### src/rtl/memory_stage_lsu.sv
// Memory stage: performs data-memory loads/stores over a req/ack bus,
// stalls upstream while an access is outstanding and drives MEM/WB.
module memory_stage_lsu #(
  parameter int TIMEOUT = 16,
  parameter int CNT_W   = 5
) (
  input  logic        i_clk,
  input  logic        i_rst_n,
  input  logic [31:0] i_alures,
  input  logic [31:0] i_busB,
  input  logic [4:0]  i_Rw,
  input  logic [1:0]  i_M,
  input  logic        i_WB,
  input  logic        i_mem_ack,
  input  logic [31:0] i_mem_rdata,
  output logic        o_mem_req,
  output logic        o_mem_we,
  output logic [31:0] o_mem_addr,
  output logic [31:0] o_mem_wdata,
  output logic        o_stall,
  output logic [31:0] o_wb_data,
  output logic [4:0]  o_Rw,
  output logic        o_WB,
  output logic        o_mem_fault,
  output logic        o_bus_err
);

  typedef enum logic {IDLE, WAIT} state_t;

  // Last counter value before the access is abandoned; unused when TIMEOUT=0.
  localparam logic [CNT_W-1:0] TMO_LAST = CNT_W'(TIMEOUT - 1);

  state_t           state, state_nxt;
  logic [CNT_W-1:0] cnt;
  logic [4:0]       rw_hold;
  logic             wb_hold;
  logic             ld_hold;
  logic             is_mem, aligned, start, fault, tmo;

  // Decode the presented instruction, derive stall and the next FSM state.
  always_comb begin
    is_mem    = (i_M == 2'b01) || (i_M == 2'b10);
    aligned   = (i_alures[1:0] == 2'b00);
    start     = (state == IDLE) && is_mem && aligned;
    fault     = (state == IDLE) && (i_M != 2'b00) && !(is_mem && aligned);
    tmo       = (TIMEOUT > 0) && (state == WAIT) && !i_mem_ack && (cnt == TMO_LAST);
    // Stall is forced low in reset so every output reads 0 while reset is held.
    o_stall   = i_rst_n && (start || ((state == WAIT) && !i_mem_ack && !tmo));
    state_nxt = state;
    case (state)
      IDLE:    if (start) state_nxt = WAIT;
      WAIT:    if (i_mem_ack || tmo) state_nxt = IDLE;
      default: state_nxt = IDLE;
    endcase
  end

  // State register.
  always_ff @(posedge i_clk or negedge i_rst_n) begin
    if (!i_rst_n) state <= IDLE;
    else          state <= state_nxt;
  end

  // Bus request, captured instruction fields, timeout counter and MEM/WB register.
  always_ff @(posedge i_clk or negedge i_rst_n) begin
    if (!i_rst_n) begin
      o_mem_req   <= 1'b0;
      o_mem_we    <= 1'b0;
      o_mem_addr  <= '0;
      o_mem_wdata <= '0;
      o_wb_data   <= '0;
      o_Rw        <= '0;
      o_WB        <= 1'b0;
      o_mem_fault <= 1'b0;
      o_bus_err   <= 1'b0;
      cnt         <= '0;
      rw_hold     <= '0;
      wb_hold     <= 1'b0;
      ld_hold     <= 1'b0;
    end else begin
      o_mem_fault <= 1'b0;
      o_bus_err   <= 1'b0;
      if (state == IDLE) begin
        if (start) begin
          o_mem_req   <= 1'b1;
          o_mem_we    <= i_M[0];
          o_mem_addr  <= i_alures;
          o_mem_wdata <= i_busB;
          rw_hold     <= i_Rw;
          wb_hold     <= i_WB;
          ld_hold     <= i_M[1];
          cnt         <= '0;
          o_wb_data   <= '0;
          o_Rw        <= '0;
          o_WB        <= 1'b0;
        end else if (fault) begin
          o_mem_fault <= 1'b1;
          o_wb_data   <= '0;
          o_Rw        <= '0;
          o_WB        <= 1'b0;
        end else begin
          o_wb_data   <= i_alures;
          o_Rw        <= i_Rw;
          o_WB        <= i_WB;
        end
      end else begin
        if (i_mem_ack) begin
          // Ack has priority over a coincident timeout.
          o_mem_req <= 1'b0;
          o_wb_data <= ld_hold ? i_mem_rdata : o_mem_addr;
          o_Rw      <= rw_hold;
          o_WB      <= wb_hold;
        end else if (tmo) begin
          o_mem_req <= 1'b0;
          o_bus_err <= 1'b1;
          o_wb_data <= '0;
          o_Rw      <= rw_hold;
          o_WB      <= 1'b0;
        end else begin
          cnt <= cnt + 1'b1;
        end
      end
    end
  end

endmodule
### config.mk
export PLATFORM = sky130hd
export DESIGN_NAME = memory_stage_lsu
export DESIGN_NICKNAME = d
export VERILOG_FILES = /design/src/rtl/memory_stage_lsu.sv
export SDC_FILE = /design/constraint.sdc
export NUM_CORES = 1
export LEC_CHECK = 0
export BUFFER_PORTS_ARGS = -buffer_cell sky130_fd_sc_hd__buf_2
export CORE_MARGIN = 2
export CORE_UTILIZATION = 50
export DETAILED_ROUTE_END_ITERATION = 10
export HOLD_SLACK_MARGIN = 0.05
export PLACE_DENSITY = 0.79
export SLEW_MARGIN = 15
export SYNTH_ARGS = -nofsm -noshare
export SYNTH_HDL_FRONTEND = slang
export SYNTH_SLANG_ARGS = --single-unit
### constraint.sdc
create_clock -name i_clk -period 5.5 [get_ports i_clk]
set_input_delay 0.55 -clock i_clk [delete_from_list [all_inputs] [get_ports i_clk]]
set_output_delay 0.55 -clock i_clk [all_outputs]
set_load 0.03 [all_outputs]
Yosys cells after proc, flatten, opt, wreduce, memory -nomap -nowiden
Cells that the tools add are included.

word-level totals
  RAM bits = 0
  latch bits = 0
  register bits = 119
  memories = 0
  ROM bits = 0
  output and inout port bits = 107

operators by class
  $add $sub $neg = 1
  $lt $le $gt $ge = 0
  divide/modulo/power cells = 0
  mux-type cells = 32
  shift operators = 0
  eq/ne operators = 6
  bitwise logic cells = 1
  multiply operators = 0
  reductions and logical operators = 21

operator list
  operator                                              count
  two-way mux 32 bit                                    6
  two-way mux 5 bit                                     9
  two-way mux 1 bit                                     16
  logical AND 1 bit                                     9
  adder 5 x 1 -> 5 bit (second input constant)          1
  equality test 5 x 4 -> 1 bit (second input constant)  1
  != test 2 bit (second input constant)                 2
  AND reduction 2 bit                                   2
  nonzero test 2 bit                                    2
  zero test 1 bit                                       3
  logical OR 1 bit                                      3
  != test 3 x 2 -> 1 bit (second input constant)        1
  AND reduction 3 bit                                   1
  equality test 2 x 1 -> 1 bit (second input constant)  1
  equality test 2 bit (second input constant)           1
  zero test 2 bit                                       1
  one-hot mux 1 bit (2 select lines)                    1
  NOT 1 bit                                             1

Longest topological paths before layout
Gate-level depths: netlist (run 1).

  depth in word-level cells = 8
  mapped depth = 8
  mapped depth without buffers = 6

Least setup slack after synthesis (run 1)
OpenSTA, ideal clock, no wires.

  path type = register -> output
  start point = register cnt[0]
  end point = output o_stall
  buffers on the path = 1
  slack = 2.995 ns
  arrival time = 1.955 ns
  stages on the path, launching flop included = 8
  cell sequence = dfrtp_1 -> ha_1 -> and3_1 -> ha_1 -> nor3b_2 -> buf_2 -> nor2_1 -> nor2b_1

on the way
  longest elaborated chain between the ends = 6

ends and longest elaborated chain
  item                          RTL line  source
  from (decl)                   34        logic [CNT_W-1:0] cnt;
  from (signal assigned)        119       cnt <= cnt + 1'b1;
  equality test 5 x 4 -> 1 bit  46        tmo = (TIMEOUT > 0) && (state == WAIT) && !i_mem_ack && (cnt == TMO_LAST);
  logical AND 1 bit             46
  zero test 1 bit               48        o_stall = i_rst_n && (start || ((state == WAIT) && !i_mem_ack && !tmo));
  logical AND 1 bit             48
  logical OR 1 bit              48
  logical AND 1 bit             48
  to (decl)                     20        output logic o_stall,

No other way between the ends.

Worst setup path in the final report (run 1)
Same ends and word-level chain as after synthesis.

==> results, run 1 <==
- In the routed layout, each cell is associated on average with a via count of 5.30.
- The worst register-to-register path has a setup slack of 3.03 ns.
- The flow ran to the end, and the final reports show no timing, DRC or antenna violations.
- The weighted congestion reported at the end of routability-driven placement is 0.812.
- The number of warnings reported in the yosys synthesis log is 0.
- Synthesis produced a netlist with a net count of roughly 670.
- The HPWL after detailed placement is 10,000 um.
- The clock net sink count is 119.
- In the final timing run, aggregate negative setup slack is 0 ns.
- The initial antenna violation count came to 0.
- The detailed-routing iteration count for the pre-antenna-repair pass is 5.
- The initial utilization of the core area, before any placement, comes to 51.4%.
- The first global-routing pass estimated 23,800 um of wire.
- The synthesized netlist contains 33 unique library cells.
- The most instantiated library cell after synthesis is nand2_1.
- CTS placed an instance of clkbuf_8 at the clock tree root.
- The count of unresolved DRC violations after routing is 0.
- The cts-stage hold buffer count is 0.
- Once placement finished, the instance area stood at roughly 0.0064 mm^2.
- The number of enable flip-flop cells after synthesis is 0.
- The part of the cycle the worst path needs is 50.0%.
- The via count of the first global-routing pass is 4,751.
- Buffers added to address setup during post-CTS repair amount to 0.
- The mapped netlist covers approximately 0.0053 mm^2.
- The placeable core region is a little over 0.01 mm^2.
- The row count is 37.
- The endpoint of the most critical register-to-register path is o_mem_addr[1].
- The relative area change from synthesis to final layout is 32.6%.
- The top cell type by total area after synthesis is dfrtp_1.
- The initial detailed-routing violation count is 357.
- The longest clock path from root to sink contains 2 buffers.
- The number of endpoints with negative hold slack in the final report is 0.
- The die covers 0.0114 mm^2.
- Entering global routing, the biggest net connects 73 pins.
- The most used flip-flop cell after synthesis is dfrtp_1.
- Synthesis inferred 119 register bits.
- The slew of the pin with the lowest slew margin is roughly 1.0 ns.
- CTS built an H-tree with a depth of 4.
- The count of boundary I/O pins is 214.
- The final setup skew is 0.00945 ns.
- The commonest cells after synthesis are 239 x nand2_1, 119 x dfrtp_1, 33 x nand2b_1.
- The data arrival time of the critical path is 2.20 ns.
- In this run the horizontal extent of the chip is 107 um.
- The endpoint class of the critical path is a primary output.
- The fraction of the yosys area taken by sequential cells is 56.2%.
- The launch point of the worst path is cnt[0].
- The number of clock buffers inserted by TritonCTS is 17.
- The critical path is of the reg -> out type.
- The start of the worst register-to-register path is state.
- The chip height is roughly 110 um.
- For this run, asynchronously set or reset flops after synthesis account for 100%.
- Buffers placed on the I/O ports in this run total roughly 210.
- Dividing the detail-routed wire length by the instance count gives 16.3 um.
- Power spread over the standard cell area amounts to 465 mW/mm^2.
- The analysis attributes to cell leakage a power of 3.85 nW.
- The routed via count is 4,786.
- Summing internal, switching and leakage power gives 3.27 mW.
- Measured in cells, the most critical reg-to-reg path has a length of 3.
- The worst relative slew slack is 30.8%.
- The element type at the critical path start is a register.
- The tool flagged a number of max-cap violations equal to 0.
- The number of gates resized after CTS was 0.
- The TritonCTS clock tree is yes.
- The number of pins with negative max-slew slack in the final report came to 0.
- The final critical-path required period is 2.75 ns.
- Along the worst path, the maximum fanout reaches 4.
- The final layout contains 864 nets.
- Setup repair after global routing left no endpoint under its margin.
- The detail route stage leaves a number of antenna-violating nets equal to 0.
- Global routing used 26.5% of the available tracks across all layers.
- Setup violations remaining at the end of the flow were counted as 0.
- The count of inserted antenna diode cells is 0.
- Based on the critical path, the design can be clocked at up to 363 MHz.
- The fraction of post-synthesis cell area in the top cell type by area is between 50 and 60%.
- The class of the tightest hold or removal check is in -> async.
- The total overflow left after global routing is 0.
- The per-instance average area after synthesis is about 9.5 um^2.
- The worst-case IR drop observed on VDD is about 270 uV.
- The clock network latency to the later pin of the worst-skew pair is about 0.50 ns.
- The data required time of the worst path is between 4 and 5 ns.
- After filler insertion, the fill cell instance count of the layout stands at around 830.
- The total wire length is ~15,000 um.
- The ratio of cells with drive above 1 in the final layout is 33.0%.
- After clock tree synthesis, the clock-pin slew on the worst setup and hold paths is roughly 0.06 ns.
- After technology mapping, the gate count stands at roughly 560.
- The area of all placed cells without fillers is 0.00703 mm^2.
- In the post-synthesis netlist, the biggest area contributors are dfrtp_1 56%, nand2_1 17%, mux2i_1 6.0%, a32o_1 5.9%, nand2b_1 3.9%.
- At the end of the flow the core is filled with cells to ~68%.
==> cells by family (layout without fill, tap and decap cells) <==
family	count (synthesis)	after routing	synth area share, %
and+or+nand+nor	304	304	24.5
buffers and inverters	44	255	4.18
xor gates and xnor gates	1	1	0.165
AOI/OAI and AO/OA	53	53	8.24
muxes	32	32	6.04
adders and majority gates	3	3	0.708
DFF	119	119	56.2
==> how the worst max path moves through the flow <==
stage / slack, ns / cells past startpoint / to
floorplan: 3.00 / 7 / o_stall
finish: 2.75 / 7 / o_stall
detailed placement: 2.81 / 6 / o_mem_addr[1]
global route: 2.61 / 7 / o_stall
CTS: 2.71 / 7 / o_stall
global placement: 2.82 / 4 / o_wb_data[5]
==> through the flow <==
stage / setup slack [ns] / hold WS, ns / cells
finish: 2.75 / 0.175 / 903
floorplan: 3.00 / 0.254 / 556
global route: 2.61 / 0.217 / 903
CTS: 2.71 / 0.188 / 903
detailed placement: 2.81 / 0.462 / 871
global placement: 2.82 / 0.453 / 870
==> cells in the final DEF, fill, tap and decap left out, types with 3 or more instances in the layout <==
| cell type | count |
|---|---|
| clkbuf_16 | 16 |
| nand2b_1 | 33 |
| buf_4 | 5 |
| clkinv_4 | 4 |
| bufinv_16 | 5 |
| ha_1 | 3 |
| dfrtp_1 | 118 |
| mux2i_1 | 32 |
| and2_1 | 3 |
| buf_2 | 212 |
| a32o_1 | 31 |
| inv_1 | 5 |
| o21ai_1 | 3 |
| nand3_1 | 6 |
| a21oi_1 | 12 |
| clkinv_2 | 3 |
| nand2_1 | 239 |
| nor2_1 | 9 |
==> layout make-up <==
cell class | count | area [um^2] | area share, %
clock inverter | 12 | 200 | 2.85
clock buffer | 20 | 435 | 6.19
multi-input combinational | 393 | 2120 | 30.1
timing repair buffer | 218 | 1110 | 15.8
inverter | 5 | 18.8 | 0.267
tap | 136 | 170 | 2.42
sequential | 119 | 2980 | 42.4
==> worst max-delay path, stage by stage, from the launching register on <==
cell	delay [ns]
dfrtp_1	0.41
ha_1	0.22
and3_1	0.18
ha_1	0.25
nor3b_4	0.20
nor2_1	0.12
nor2b_1	0.13
buf_2	0.20
==> report_power, final <==
group	switching, mW	total [mW]	internal, mW
Sequential	0.157	1.21	1.05
Combinational	0.586	0.884	0.298
Clock	0.379	1.17	0.793
Total	1.12	3.27	2.15
==> sequential cells by signal (all words and copies together) (netlist names) <==
register and flops:
o_wb_data 32, state 1, cnt 5, wb_hold 1, o_mem_fault 1, ld_hold 1, o_mem_wdata 32, o_WB 1
o_mem_req 1, o_mem_we 1, o_Rw 5, o_bus_err 1, o_mem_addr 32, rw_hold 5
==> metal layers <==
| layer | vias to the layer above | GRT usage (%) | part of all wire (%) |
|---|---|---|---|
| met5 | - | 0 | 0 |
| met3 | 20 | 7.36 | 9.4 |
| met1 | 2279 | 34.3 | 41 |
| met4 | 0 | 7.70 | 1.4 |
| li1 | 2222 | - | - |
| met2 | 265 | 43.8 | 48 |
Power figures use the tool's default switching activity.
==> run 2: changes to the inputs <==
--- a/config.mk
+++ b/config.mk
@@ -7,10 +7,10 @@
 export LEC_CHECK = 0
 export BUFFER_PORTS_ARGS = -buffer_cell sky130_fd_sc_hd__buf_2
 export CORE_MARGIN = 2
-export CORE_UTILIZATION = 50
+export CORE_UTILIZATION = 49
 export DETAILED_ROUTE_END_ITERATION = 10
 export HOLD_SLACK_MARGIN = 0.05
-export PLACE_DENSITY = 0.79
+export PLACE_DENSITY = 0.78
 export SLEW_MARGIN = 15
 export SYNTH_ARGS = -nofsm -noshare
 export SYNTH_HDL_FRONTEND = slang
==> constraint.sdc (replaced) <==
create_clock -name i_clk -period 2.85 [get_ports i_clk]
set_input_delay 0.285 -clock i_clk [delete_from_list [all_inputs] [get_ports i_clk]]
set_output_delay 0.285 -clock i_clk [all_outputs]
set_load 0.03 [all_outputs]
==> results, run 2 (synthesized netlist as in run 1, its figures left out) <==
- The initial detailed-routing violation count came to 316 (-11%).
- The via density per instance came to 5.23 (-1.3%).
- The total wire length is 16,400 um (+12%).
- The class of the tightest hold or removal check is in -> reg.
- The met3 demand-to-capacity share in global routing is 8.62% (+1.3 points).
- The standard cell with the maximum stage delay on the critical path is dfrtp_1.
- The cell sitting at the root of the clock tree is a clkbuf_8.
- The clock network latency to the later pin of the worst-skew pair is 0.51 ns (about the same).
- The number of endpoints with negative hold slack in the final report came to 0 (unchanged).
- The post-detailed-route count of antenna-violating nets is 0 (unchanged).
- TritonCTS built the clock tree.
- The sum of internal, switching and leakage power came to 6.12 mW (+87%).
- The standby leakage power came to 4.14 nW (+7.4%).
- The effective utilization at floorplan came to 50.9% (-0.46 points).
- The CTS H-tree depth is 4 (unchanged).
- In the layout the commonest cells are 239 x nand2_1, 212 x buf_2, 118 x dfrtp_1, 73 x dlygate4sd3_1, 33 x nand2b_1.
- The largest registers in the layout are o_mem_addr x32, o_mem_wdata x32, o_wb_data x32.
- STA classifies the critical path startpoint as a register.
- The clock net sink count came to 119 (unchanged).
- The peak supply drop came to 438 uV (+61%).
- The number of pins with negative max-slew slack in the final report is 0 (unchanged).
- The worst setup path is captured at a primary output.
- The library cell used most frequently in the layout, excluding fill and tap cells, is nand2_1.
- The post-route non-filler standard cell count is 983 (+8.9%).
- The number of buffer and inverter instances along the worst setup path is 1 (unchanged).
- Setup repair after global routing left no endpoint under its margin.
- Derived from the worst setup path, the maximum achievable clock frequency is 389 MHz.
- The cell type with the highest occurrence count on the critical path is ha_1.
- The count of boundary I/O pins is 214 (unchanged).
- The largest stage delay on the critical path is 0.40 ns (about the same).
- The met1 routing resource usage after global routing is 34.2% (-0.069 points).
- The routed via count is 5,144 (+7.5%).
- The initial antenna violation count is 0 (unchanged).
- The final global-route overflow total is 0 (unchanged).
- The final number of setup-violating endpoints came to 0 (unchanged).
- The via count of the first global-routing pass is 5,340 (+12%).
- The routed wire length per instance came to 16.7 um (+2.5%).
- The peak-usage layer in the global routing report is met2.
- The placeable core region is 0.0104 mm^2 (+0.90%).
- The number of post-CTS setup repair buffers is 0 (unchanged).
- The dominant delay contributor by cell family on the critical path is simple AND/OR/NAND/NOR gates.
- The data arrival time of the critical path is 2.28 ns (+0.08 ns).
- The final critical path takes up 90.2% of the cycle.
- By startpoint and endpoint, the worst setup path is classified as reg -> out.
- The ratio of cells with drive above 1 in the final layout came to 30.9% (-2.1 points).
- The setup TNS came to 0 ns (unchanged).
- The area growth from synthesis to layout is 46.0%.
- The worst relative slew slack is 32.4% (+1.6 points).
- The pin count of the biggest net entering global routing was 73 (unchanged).
- The die outline width is 108 um (+0.98%).
- The areal power density over the cells came to 791 mW/mm^2 (+70%).
- The tightest hold margin is 0.114 ns (-0.0608 ns).
- The count of unresolved DRC violations after routing is 0 (unchanged).
- The final setup skew is 0.0101 ns (+0.000692 ns).
- The count of maximum capacitance violations came to 0 (unchanged).
- The wire length of the first global-routing pass is 25,700 um (+8.2%).
- The HPWL after detailed placement is 9860 um (-1.6%).
- The critical path goes through ha_1 > and3_1 > ha_1 > nor3b_4 > nor2_1 > nor2b_1 > buf_2.
- The instance area after placement was 0.00645 mm^2 (+0.90%).
- The worst-path maximum fanout is 4 (unchanged).
- The number of clock buffers inserted by TritonCTS is 17 (unchanged).
- The number of placed instances with taps included is 878 (+0.80%).
- The total global-route track usage is 29.0% (+2.4 points).
- Counting I/O delays and the setup requirement, the final critical path takes 2.57 ns.
- The chip height is 108 um (+0.98%).
- The area of all placed cells without fillers is 0.00774 mm^2 (+10%).
- The weighted congestion reported at the end of routability-driven placement is 0.830 (+2.2%).
- The data required time of the worst path is 2.57 ns (-2.38 ns).
- The clock transition at the registers of the reported paths was 0.05 ns (about the same).
- The number of input and output port buffers inserted is 213 (unchanged).
- The area of the die came to 0.0117 mm^2 (+2.0%).
- The slew of the pin with the lowest slew margin is 1.01 ns (-0.0244 ns).
- The detailed-routing iteration count for the pre-antenna-repair pass came to 6 (+1).
- The run finished with clean final reports.
- The row count is 37 (unchanged).
- The count of inserted antenna diode cells is 0 (unchanged).
- The maximum buffer depth of the clock tree is 2 (unchanged).
- The met2 track demand over resource in global routing is 49.2% (+5.4 points).
- The net count of the finished layout is 944 (+9.3%).
## run 2: stage by stage
stage	utilization [%]	setup WS (ns)
floorplan	-	0.610
global placement	62.0	0.734
detailed placement	62.0	0.647
CTS	74.3	0.229
global route	74.3	0.151
finish	74.3	0.280
## run 2: power by group
| part | switching [mW] | total, mW | internal, mW |
|---|---|---|---|
| sequential | 0.296 | 2.33 | 2.03 |
| clock | 0.752 | 1.97 | 1.22 |
| combinational | 1.18 | 1.83 | 0.653 |
| total | 2.22 | 6.12 | 3.90 |
## run 2: final timing paths
kind	startpoint	to	slack, ns	cells past startpoint
min	i_mem_rdata[0]	o_wb_data[0]	0.11	3
max reg2reg	cnt[0]	cnt[3]	0.66	6
max in group asynchronous	i_rst_n	o_Rw[4]	1.71	3
max	cnt[0]	o_stall	0.28	7
min in group asynchronous	i_rst_n	cnt[4]	0.51	3
min reg2reg	rw_hold[0]	rw_hold[0]	0.48	2
## run 2: per-layer routing
metal	up-vias	part of all wire (%)
met2	278	48
met1	2435	40
met4	0	2.2
met3	44	9.1
met5	-	0
li1	2387	-
## run 2: cell type report
class / count / area, um^2
Clock buffer: 20 / 455
Fill cell: 697 / 2670
Timing Repair Buffer: 298 / 1900
Sequential cell: 119 / 2980
Clock inverter: 12 / 103
Tap cell: 136 / 170
Multi-Input combinational cell: 393 / 2120
Inverter: 5 / 18.8
## run 2: repair_timing
| action | CTS | global route |
|---|---|---|
| endpoints found under the hold margin | 226 | 0 |
| gates resized for setup | 0 | 0 |
| hold buffers | 73 | 0 |
## run 2: worst reg2reg max path, cell delays in order, from the launching register on
cell and delay (ns):
dfrtp_1 0.40, ha_1 0.22, and3_1 0.18, ha_1 0.24, or3b_1 0.55, or3_1 0.40
a21oi_1 0.12
